## src/rtl/mem_bus_arbiter.sv

```systemverilog
// Two-master (instruction fetch, data) to one-slave Avalon-MM bus arbiter.
// Round-robin or fixed data-priority; the grant is held until the owner's transfer completes.
module mem_bus_arbiter #(
    parameter bit FIXED_PRIORITY = 1'b0
) (
    input  logic        clk,
    input  logic        reset,

    input  logic [31:0] i_address,
    input  logic        i_read,
    output logic        i_waitrequest,
    output logic [31:0] i_readdata,

    input  logic [31:0] d_address,
    input  logic        d_read,
    input  logic        d_write,
    input  logic [31:0] d_writedata,
    input  logic [3:0]  d_byteenable,
    output logic        d_waitrequest,
    output logic [31:0] d_readdata,

    output logic [31:0] mem_address,
    output logic        mem_read,
    output logic        mem_write,
    output logic [31:0] mem_writedata,
    output logic [3:0]  mem_byteenable,
    input  logic        mem_waitrequest,
    input  logic [31:0] mem_readdata,

    output logic [1:0]  grant
);

    // Handshake: a master holds its request and address/data stable while its
    // waitrequest is 1; the transfer completes in the cycle its waitrequest is 0.
    typedef enum logic [1:0] {
        IDLE    = 2'b00,
        GRANT_I = 2'b01,
        GRANT_D = 2'b10
    } state_t;

    typedef enum logic {
        PRIO_I = 1'b0,
        PRIO_D = 1'b1
    } prio_t;

    state_t state;
    prio_t  prio;

    logic req_i;
    logic req_d;
    logic i_wins;

    assign req_i = i_read;
    assign req_d = d_read | d_write;

    // I takes the bus when alone, or on a tie when it holds the round-robin turn.
    assign i_wins = req_i && (!req_d || (!FIXED_PRIORITY && prio == PRIO_I));

    always_ff @(posedge clk) begin
        if (!reset) begin
            state <= IDLE;
            prio  <= PRIO_I;
            grant <= 2'b00;
        end else begin
            case (state)
                IDLE: begin
                    if (i_wins) begin
                        state <= GRANT_I;
                        grant <= 2'b01;
                    end else if (req_d) begin
                        state <= GRANT_D;
                        grant <= 2'b10;
                    end
                end
                GRANT_I: begin
                    if (!req_i || !mem_waitrequest) begin
                        state <= IDLE;
                        grant <= 2'b00;
                        if (req_i && !FIXED_PRIORITY) begin
                            prio <= PRIO_D;
                        end
                    end
                end
                GRANT_D: begin
                    if (!req_d || !mem_waitrequest) begin
                        state <= IDLE;
                        grant <= 2'b00;
                        if (req_d && !FIXED_PRIORITY) begin
                            prio <= PRIO_I;
                        end
                    end
                end
                default: begin
                    state <= IDLE;
                    grant <= 2'b00;
                end
            endcase
        end
    end

    always_comb begin
        mem_address    = 32'h0;
        mem_read       = 1'b0;
        mem_write      = 1'b0;
        mem_writedata  = 32'h0;
        mem_byteenable = 4'h0;
        i_waitrequest  = 1'b1;
        d_waitrequest  = 1'b1;
        case (state)
            GRANT_I: begin
                mem_address    = i_address;
                mem_read       = i_read;
                mem_byteenable = 4'hF;
                i_waitrequest  = mem_waitrequest;
            end
            GRANT_D: begin
                // A simultaneous read+write from the data port is issued as a write.
                mem_address    = d_address;
                mem_write      = d_write;
                mem_read       = d_read & ~d_write;
                mem_writedata  = d_writedata;
                mem_byteenable = d_byteenable;
                d_waitrequest  = mem_waitrequest;
            end
            default: begin
                mem_address = 32'h0;
            end
        endcase
    end

    assign i_readdata = mem_readdata;
    assign d_readdata = mem_readdata;

endmodule
```

## config.mk

```make
export PLATFORM = sky130hd
export DESIGN_NAME = mem_bus_arbiter
export DESIGN_NICKNAME = d
export VERILOG_FILES = /design/src/rtl/mem_bus_arbiter.sv
export SDC_FILE = /design/constraint.sdc
export NUM_CORES = 1
export LEC_CHECK = 0
export CAP_MARGIN = 10
export CORE_AREA = 2 2 108 110
export DETAILED_ROUTE_END_ITERATION = 12
export DIE_AREA = 0 0 110 112
export HOLD_SLACK_MARGIN = 0.05
export SLEW_MARGIN = 20
export SYNTH_ARGS = -nofsm -noshare
export SYNTH_HDL_FRONTEND = slang
export SYNTH_SLANG_ARGS = --single-unit
```

## constraint.sdc

```tcl
create_clock -name clk -period 4.12 [get_ports clk]
set_input_delay 0.412 -clock clk [delete_from_list [all_inputs] [get_ports clk]]
set_output_delay 0.412 -clock clk [all_outputs]
set_load 0.005 [all_outputs]
```

* Word-level counts from Yosys, hierarchy flattened
Cells that the tools add are included.
Storage, ports and cells: output and inout bits 138, bits of input ports 138, word-level logic and storage cells 41, register bits after elaboration 3
Operators by class: multiplexer cells 17, eq/ne operators 7, bitwise operators 4, reduce and logical (&&, ||, !) cells 11
Operators by type and width (count):
- 32-bit one-hot mux with 2 select lines | 1
- 32-bit two-way mux | 1
- 2-bit two-way mux | 4
- 2-bit != test, second input constant | 4
- 4-bit one-hot mux with 2 select lines | 1
- 1-bit two-way mux | 7
- 2-bit one-hot mux with 3 select lines | 1
- 5-bit AND reduction | 1
- 1-bit one-hot mux with 2 select lines | 2
- 1-bit logical NOT | 3
- 1-bit logical OR | 3
- 3-bit != test, second input constant | 1
- 3-bit AND reduction | 1
- 2-bit by 1-bit equality test with 1-bit output, second input constant | 1
- 2-bit equality test, second input constant | 1
- 2-bit logical NOT | 1
- 1-bit NOT | 2
- 2-bit nonzero test | 1
- 1-bit AND | 1
- 1-bit logical AND | 1
- 1-bit OR | 1

* Logic depth before layout (Yosys ltp)
Gate-level depths: netlist (run 1).
depth in word-level cells 6, depth in mapped cells 6, mapped depth without buffers 5

* Worst setup path after synthesis (run 1)
Ideal clock, no wire load.
kind register -> output, start register state[0], end output port mem_address[0], path slack 2.533 ns, stages on the path, launching flop included 5, arrival 1.175 ns, buffers on the path 1, required time 3.708 ns, cell sequence dfxtp_1 inv_1 ha_1 clkbuf_1 nor2b_1
Between the ends: word-level cells in the longest chain between the ends 2, elaborated cells on any way between the ends 3, classes of those cells 2 x eq/ne; 1 x mux
RTL lines:
- start: declaration | line 46 | state_t state;
- start signal: assignment | line 61 | state <= IDLE;
- start signal: assignment | line 68 | state <= GRANT_I;
- start signal: assignment | line 71 | state <= GRANT_D;
- 2-bit equality test / 2-bit by 1-bit equality test with 1-bit output (equally long branches) | line 109 | case (state)
- 32-bit one-hot mux with 2 select lines (*) | line 109
- end: declaration | line 22 | output logic [31:0] mem_address,
Every way passes the cells marked *; elsewhere a longest branch is shown, timed or not.

* Final worst setup path (run 1)
start register state[0], end output port mem_read
Between the ends: word-level cells in the longest chain between the ends 2, elaborated cells on any way between the ends 3, classes of those cells 2 x eq/ne; 1 x mux
RTL lines:
- 2-bit equality test / 2-bit by 1-bit equality test with 1-bit output (equally long branches) | line 109
- 1-bit one-hot mux with 2 select lines (*) | line 109
- end: declaration | line 23 | output logic mem_read,
Marked as above.

==> key figures, run 1 <==
Floorplan
  • Initial Utilization: 13.3%
  • Rows: 39
  • I/O Pins: ~280
  • Die span in y: 112 um
  • Core area: 0.0112 sq mm
  • Die Span X: 110 um
  • Die area: 0.0123 sq mm

Route
  • First drt pass iteration count: 4
  • Detailed Route Iter0 Violations: 51
  • Drt total wl: 6300 um
  • DR vias: 1786
  • Routed length per instance: 13.6 um
  • Antenna Nets Post-Route: 0
  • Via/cell ratio: 3.86
  • DRC Markers: 0

Timing
  • Final min period: 3.00 ns
  • Unrepaired setup endpoints after global routing: no
  • Slew headroom: 45.7%
  • Final hold vios: 0
  • Final setup TNS: 0 ns
  • Finish-stage setup viols: 0
  • Final worst-path cycle share: 72.7%
  • Clk_skew: 0.00295 ns
  • Pins Over Slew Limit: 0
  • Least-Margin Pin Slew: 0.815 ns
  • Maximum clock frequency: roughly 330 MHz

Power and ir drop
  • Pint: just under 400 uW
  • Net Sw Power: 155 uW
  • Power density over cell area: approximately 180 mW/mm^2
  • Fraction of power consumed by sequential logic: 6.4%
  • Total power: between 500 and 600 uW
  • Logic pwr share: 64.7%
  • Maximum vdd drop: 0.209 mV
  • Sw Share: 28.6%
  • Leakage: 1.00 nW
  • Clock share of power: 29.0%

GRT
  • Gr ovfl total: 0
  • Largest net degree at the start of global routing: 54
  • Vias in the first global route: 1754
  • Initial antenna violation count: 1
  • First-pass GRT wire length: around 9000 um
  • All-Layer GR Usage: a little under a tenth

Placed design
  • PortBufs: 179
  • HPWL after DPL: about 5000 um
  • Gpl congestion: 0.721

Synthesis
  • Register area share after synthesis: 4.03%
  • Mux contribution to synthesized area: 0%
  • Asr flop ratio synth: 0%
  • Syn Inst Count: 214
  • Register bit count reported by yosys: 3
  • Most frequent cell after synthesis: buf_4
  • Most area-consuming cells after synthesis: buf_4 (32%), a22oi_1 (16%), nor2b_1 (16%), and2_1 (14%), dfxtp_1 (4.0%)
  • Adder-Cell Fraction of Synth Area: approximately 2.5%
  • Syn_nets: between 300 and 400
  • Yosys top cell by area: buf_4
  • Post-synthesis cell type count: 27
  • Yosys top cell area share: 32.2%
  • Main combinational cell family by area after synthesis: buffers and inverters
  • Post-synthesis cell area: 0.00149 sq mm
  • Ys flop type: dfxtp_1
  • Syn Area/Cell: about 7 sq um
  • Synth Area in Simple Gates: 33.9%
  • Post-synth EDFFs: 0
  • Synth Area in XOR/XNOR: 0%
  • Synth warn: 0
  • Most common library cells after synthesis: buf_4 (64), nor2b_1 (37), and2_1 (33)
  • Synth Area in Compound Gates: 22.3%

Clock network
  • Clock latency at the later pin of the worst-skew pair: 0.23 ns
  • Hold_buf cts: 0
  • Clk slew on worst S/H paths: around 0.03 ns
  • Post-CTS Setup Bufs: 0
  • Max Root-Sink Buffers: 2
  • H-tree depth: 1
  • CTS tree: yes
  • Clk sinks: 3
  • Total CTS buffers: 3
  • CTS resizes: 0
  • Root Driver: clkbuf_16

Worst setup path
  • Critical Path Fanout Max: 53
  • Critical path capture point type: output port
  • CP required: 3.71 ns
  • R2R setup slack: 1.95 ns
  • CP startpoint kind: flip-flop
  • Crit path DAT: 2.58 ns
  • Kind of critical path: flip-flop to output port

Status
  • Outcome: finished, final reports clean

Cells and area
  • Share of post-route cells with drive strength above 1: 2.19%
  • Nets: 462
  • # diodes: 0
  • Area Overhead vs Synth: 102%

Run
  • Maxcap violations: 0

Hold path
  • HP Class: flip-flop to flip-flop
stage by stage:
stage | hold WS, ns | setup WS [ns] | cells | utilization (%) | area, sq um
2_1_floorplan | 0.434 | 2.53 | 214 | - | 1490
3_3_place_gp | 0.449 | 1.39 | 459 | 26.2 | 2930
3_5_place_dp | 0.456 | 1.33 | 459 | 26.2 | 2930
4_1_cts | 0.464 | 1.08 | 463 | 26.9 | 3010
5_1_grt | 0.496 | 0.826 | 463 | 27.0 | 3010
6_report | 0.462 | 1.12 | 463 | 27.0 | 3010
state kept, by name, summed over array words and instances, names as in the netlist:
name and flops:
prio 1, state 2
critical path, cell delays in order, from the launching register on:
cell and delay [ns]:
dfxtp_1 0.32, inv_1 0.09, ha_2 0.72, buf_4 0.38, nand3b_1 0.10, a21boi_0 0.19
clkdlybuf4s50_1 0.53
final timing paths:
kind	startpoint	end	depth (start not counted)
max reg2reg	state[0]	state[1]	6
min	prio	prio	1
min reg2reg	prio	prio	1
max	state[0]	mem_read	6
per-layer routing:
metal | vias to the layer above | share of wire, % | track usage [%]
met5 | - | 0 | 0
met4 | 0 | 2.9 | 3.80
met3 | 29 | 13 | 2.52
met2 | 98 | 49 | 17.0
met1 | 793 | 36 | 9.48
li1 | 866 | - | -
cell usage in the layout, fill, tap and decap left out, drive strengths merged, types with 2 or more instances in the layout:
cell	count
a22oi	32
nand2b	2
buf	2
a21oi	4
a21boi	2
inv	2
ha	3
nor3	2
clkdlybuf4s50	179
and2	33
nor2b	37
nand2	2
dfxtp	3
clkbuf	4
area by class of cell:
class,instances,area [sq um]
Clock buffer,4,78.8
Fill cell,1198,8160
Inverter,2,7.51
Multi-Input combinational cell,130,880
Sequential cell,3,60.1
Tap cell,143,179
Timing Repair Buffer,181,1810
kinds of logic (layout without fill, tap and decap cells):
logic type,Yosys count,after routing
compound gates,45,45
fa+ha+maj,3,3
buf+inv,81,187
flops,3,3
simple gates,82,82
power by group through the flow:
stage               Sequential [mW]  Combinational (mW)  Clock, mW
detailed placement           0.0349               0.356          0
global placement             0.0345               0.353          0
finish                       0.0345               0.350      0.157
CTS                          0.0346               0.357      0.159
global route                 0.0351               0.384      0.161
floorplan                    0.0346               0.185          0
Power figures use the tool's default switching activity.
==> run 2, diff against run 1 <==
--- a/config.mk
+++ b/config.mk
@@ -6,9 +6,9 @@
 export NUM_CORES = 1
 export LEC_CHECK = 0
 export CAP_MARGIN = 10
-export CORE_AREA = 2 2 108 110
+export CORE_AREA = 2 2 107 109
 export DETAILED_ROUTE_END_ITERATION = 12
-export DIE_AREA = 0 0 110 112
+export DIE_AREA = 0 0 109 111
 export HOLD_SLACK_MARGIN = 0.05
 export SLEW_MARGIN = 20
 export SYNTH_ARGS = -nofsm -noshare
==> constraint.sdc (replaced) <==
create_clock -name clk -period 2.8 [get_ports clk]
set_input_delay 0.28 -clock clk [delete_from_list [all_inputs] [get_ports clk]]
set_output_delay 0.28 -clock clk [all_outputs]
set_load 0.005 [all_outputs]
==> run 2 against run 1 <==
Power up 49%; final cell count up 0.65%; register-to-register slack worse by 0.83 ns; cell area up 1.1%; sequential cell count unchanged; critical path type unchanged; combinational power up 51%; die area down 1.8%; sequential share of layout area about the same; sequential power up 48%; clock-buffer cell count unchanged; clock skew down 0.00072 ns; non-clock buffer count up 3.
==> key figures, run 2 (synthesized netlist as in run 1, its figures left out) <==
Status
  • Outcome: finished, final reports clean

Floorplan
  • Core area: 0.0111 sq mm (-0.87%)
  • Die area: 0.0121 sq mm (-1.8%)
  • Die span in y: 111 um (-0.89%)
  • Rows: 39 (unchanged)
  • I/O Pins: 276 (unchanged)
  • Initial Utilization: 13.5% (+0.12 points)
  • Die Span X: 109 um (-0.91%)

Worst setup path
  • Critical R2R Capture: state[1]
  • Crit. Startpoint: state[1]
  • FF-to-FF path depth: 6 (unchanged)
  • Crit path DAT: 2.18 ns (-0.40 ns)
  • Setup crit end: mem_address[13]
  • CP startpoint kind: flip-flop
  • Critical path capture point type: output port
  • R2R Path Start: state[1]
  • R2R setup slack: 1.12 ns (-0.83 ns)
  • CP required: 2.52 ns (-1.19 ns)
  • Critical Path Fanout Max: 49 (-7.5%)
  • Kind of critical path: flip-flop to output port

Power and ir drop
  • Power density over cell area: 265 mW/mm^2 (+47%)
  • Pint: 578 uW (+50%)
  • Logic pwr share: 65.5% (+0.8 points)
  • Clock share of power: 28.2% (-0.8 points)
  • Fraction of power consumed by sequential logic: 6.3% (about the same)
  • Maximum vdd drop: 0.344 mV (+65%)
  • Total power: 806 uW (+49%)
  • Sw Share: 28.3% (-0.28 points)
  • Net Sw Power: 228 uW (+48%)
  • Leakage: 1.02 nW (+2.0%)

Cells and area
  • Most common cell after layout, fill and taps aside: clkdlybuf4s50_1
  • Multi-input combinational cell area: 877 sq um (-0.28%)
  • Final core occ: 27.5% (+0.53 points)
  • # fillers: 1213 (+1.3%)
  • Final non-filler cell total: 466 (+0.65%)
  • Top flop regs: state: 2 flops, prio: 1 flops
  • Nets: 465 (+0.65%)
  • Max reg flops: 2 (unchanged)
  • Area Overhead vs Synth: 104%
  • FF/Latch Area: 60.1 sq um (unchanged)
  • Share of post-route cells with drive strength above 1: 2.79% (+0.60 points)
  • Most frequent cells in the layout: clkdlybuf4s50_1 (179), nor2b_1 (37), and2_1 (33)
  • # diodes: 0 (unchanged)
  • Finished Cell Area: 0.00304 sq mm (+1.1%)
  • Biggest register: state

Timing
  • Unrepaired setup endpoints after global routing: no
  • Final hold vios: 0 (unchanged)
  • Final worst-path cycle share: 87.9%
  • Least-Margin Pin Slew: 0.511 ns (-0.304 ns)
  • Clk_skew: 0.00224 ns (-0.000716 ns)
  • Maximum clock frequency: 406 MHz
  • Slew headroom: 66.0% (+20 points)
  • Pins Over Slew Limit: 0 (unchanged)
  • Finish-stage setup viols: 0 (unchanged)
  • Final min period: approximately 2.5 ns
  • Final setup TNS: 0 ns (unchanged)

Route
  • Routed length per instance: 13.8 um (+1.5%)
  • DRC Markers: 0 (unchanged)
  • Via/cell ratio: 3.83 (-0.70%)
  • Antenna Nets Post-Route: 0 (unchanged)
  • DR vias: 1785 (-0.056%)
  • Detailed Route Iter0 Violations: 66 (+29%)
  • Drt total wl: 6430 um (+2.1%)
  • First drt pass iteration count: 4 (unchanged)

Hold path
  • HP Class: flip-flop to flip-flop
  • Hold_sp: prio

Placed design
  • PortBufs: 179 (unchanged)
  • Gpl congestion: 0.838 (+16%)
  • Placed Area: 0.00297 sq mm (+1.2%)
  • HPWL after DPL: 5190 um (+3.9%)
  • Cell count after placement: 462 (+0.65%)

Clock network
  • Root Driver: clkbuf_16
  • Max Root-Sink Buffers: 2 (unchanged)
  • Clock latency at the later pin of the worst-skew pair: 0.22 ns (about the same)
  • Clk sinks: 3 (unchanged)
  • Total CTS buffers: 3 (unchanged)
  • Clk slew on worst S/H paths: 0.03 ns (about the same)
  • CTS tree: yes
  • Post-CTS Setup Bufs: 0 (unchanged)
  • Hold_buf cts: 0 (unchanged)
  • CTS resizes: 0 (unchanged)
  • H-tree depth: 1 (unchanged)

GRT
  • First-pass GRT wire length: 9630 um (+7.5%)
  • All-Layer GR Usage: 9.89% (+0.71 points)
  • Vias in the first global route: 1871 (+6.7%)
  • Gr ovfl total: 0 (unchanged)
  • Initial antenna violation count: 0 (-1)
  • Largest net degree at the start of global routing: 50 (-7.4%)

Run
  • Maxcap violations: 0 (unchanged)
run 2: changes by cell type in the layout (fill, tap and decap cells not counted):
| cell | delta |
|---|---|
| ha_2 | -1 |
| buf_12 | +1 |
| ha_1 | +1 |
| buf_4 | +2 |
run 2: cell type report:
cell class | count | share of cell area [%]
Timing Repair Buffer | 184 | 60.5
Multi-Input combinational cell | 130 | 28.8
Tap cell | 143 | 5.88
Clock buffer | 4 | 2.59
Sequential cell | 3 | 1.97
Inverter | 2 | 0.247
run 2: critical path, cell delays in order, from the launching register on:
cell,delay [ns]
dfxtp_1,0.39
ha_2,0.55
buf_12,0.26
a22oi_1,0.09
nor2b_1,0.13
clkdlybuf4s50_1,0.52
run 2: how the worst min path moves through the flow:
stage                    end  cells after the start
finish                  prio                      1
global route            prio                      1
global placement        prio                      1
CTS                     prio                      1
floorplan           state[1]                      1
detailed placement      prio                      1
run 2: power groups by stage:
stage          Combinational (mW)  Sequential [mW]  Clock [mW]
2_1_floorplan               0.272           0.0509           0
3_3_place_gp                0.528           0.0514           0
3_5_place_dp                0.532           0.0515           0
4_1_cts                     0.537           0.0511       0.232
5_1_grt                     0.574           0.0520       0.237
6_report                    0.528           0.0510       0.227
run 2: metal layers:
| layer | part of all wire (%) | global-route usage (%) | up-vias |
|---|---|---|---|
| met2 | 50 | 18.3 | 90 |
| met5 | 0 | 0 | - |
| li1 | - | - | 876 |
| met3 | 9.8 | 2.88 | 20 |
| met1 | 38 | 10.7 | 799 |
| met4 | 2.5 | 2.65 | 0 |
run 2: per-stage QoR:
step,hold WS [ns],setup slack (ns)
6_report,0.460,0.338
5_1_grt,0.485,0.149
4_1_cts,0.466,0.300
3_5_place_dp,0.456,0.549
3_3_place_gp,0.455,0.588
2_1_floorplan,0.422,1.31
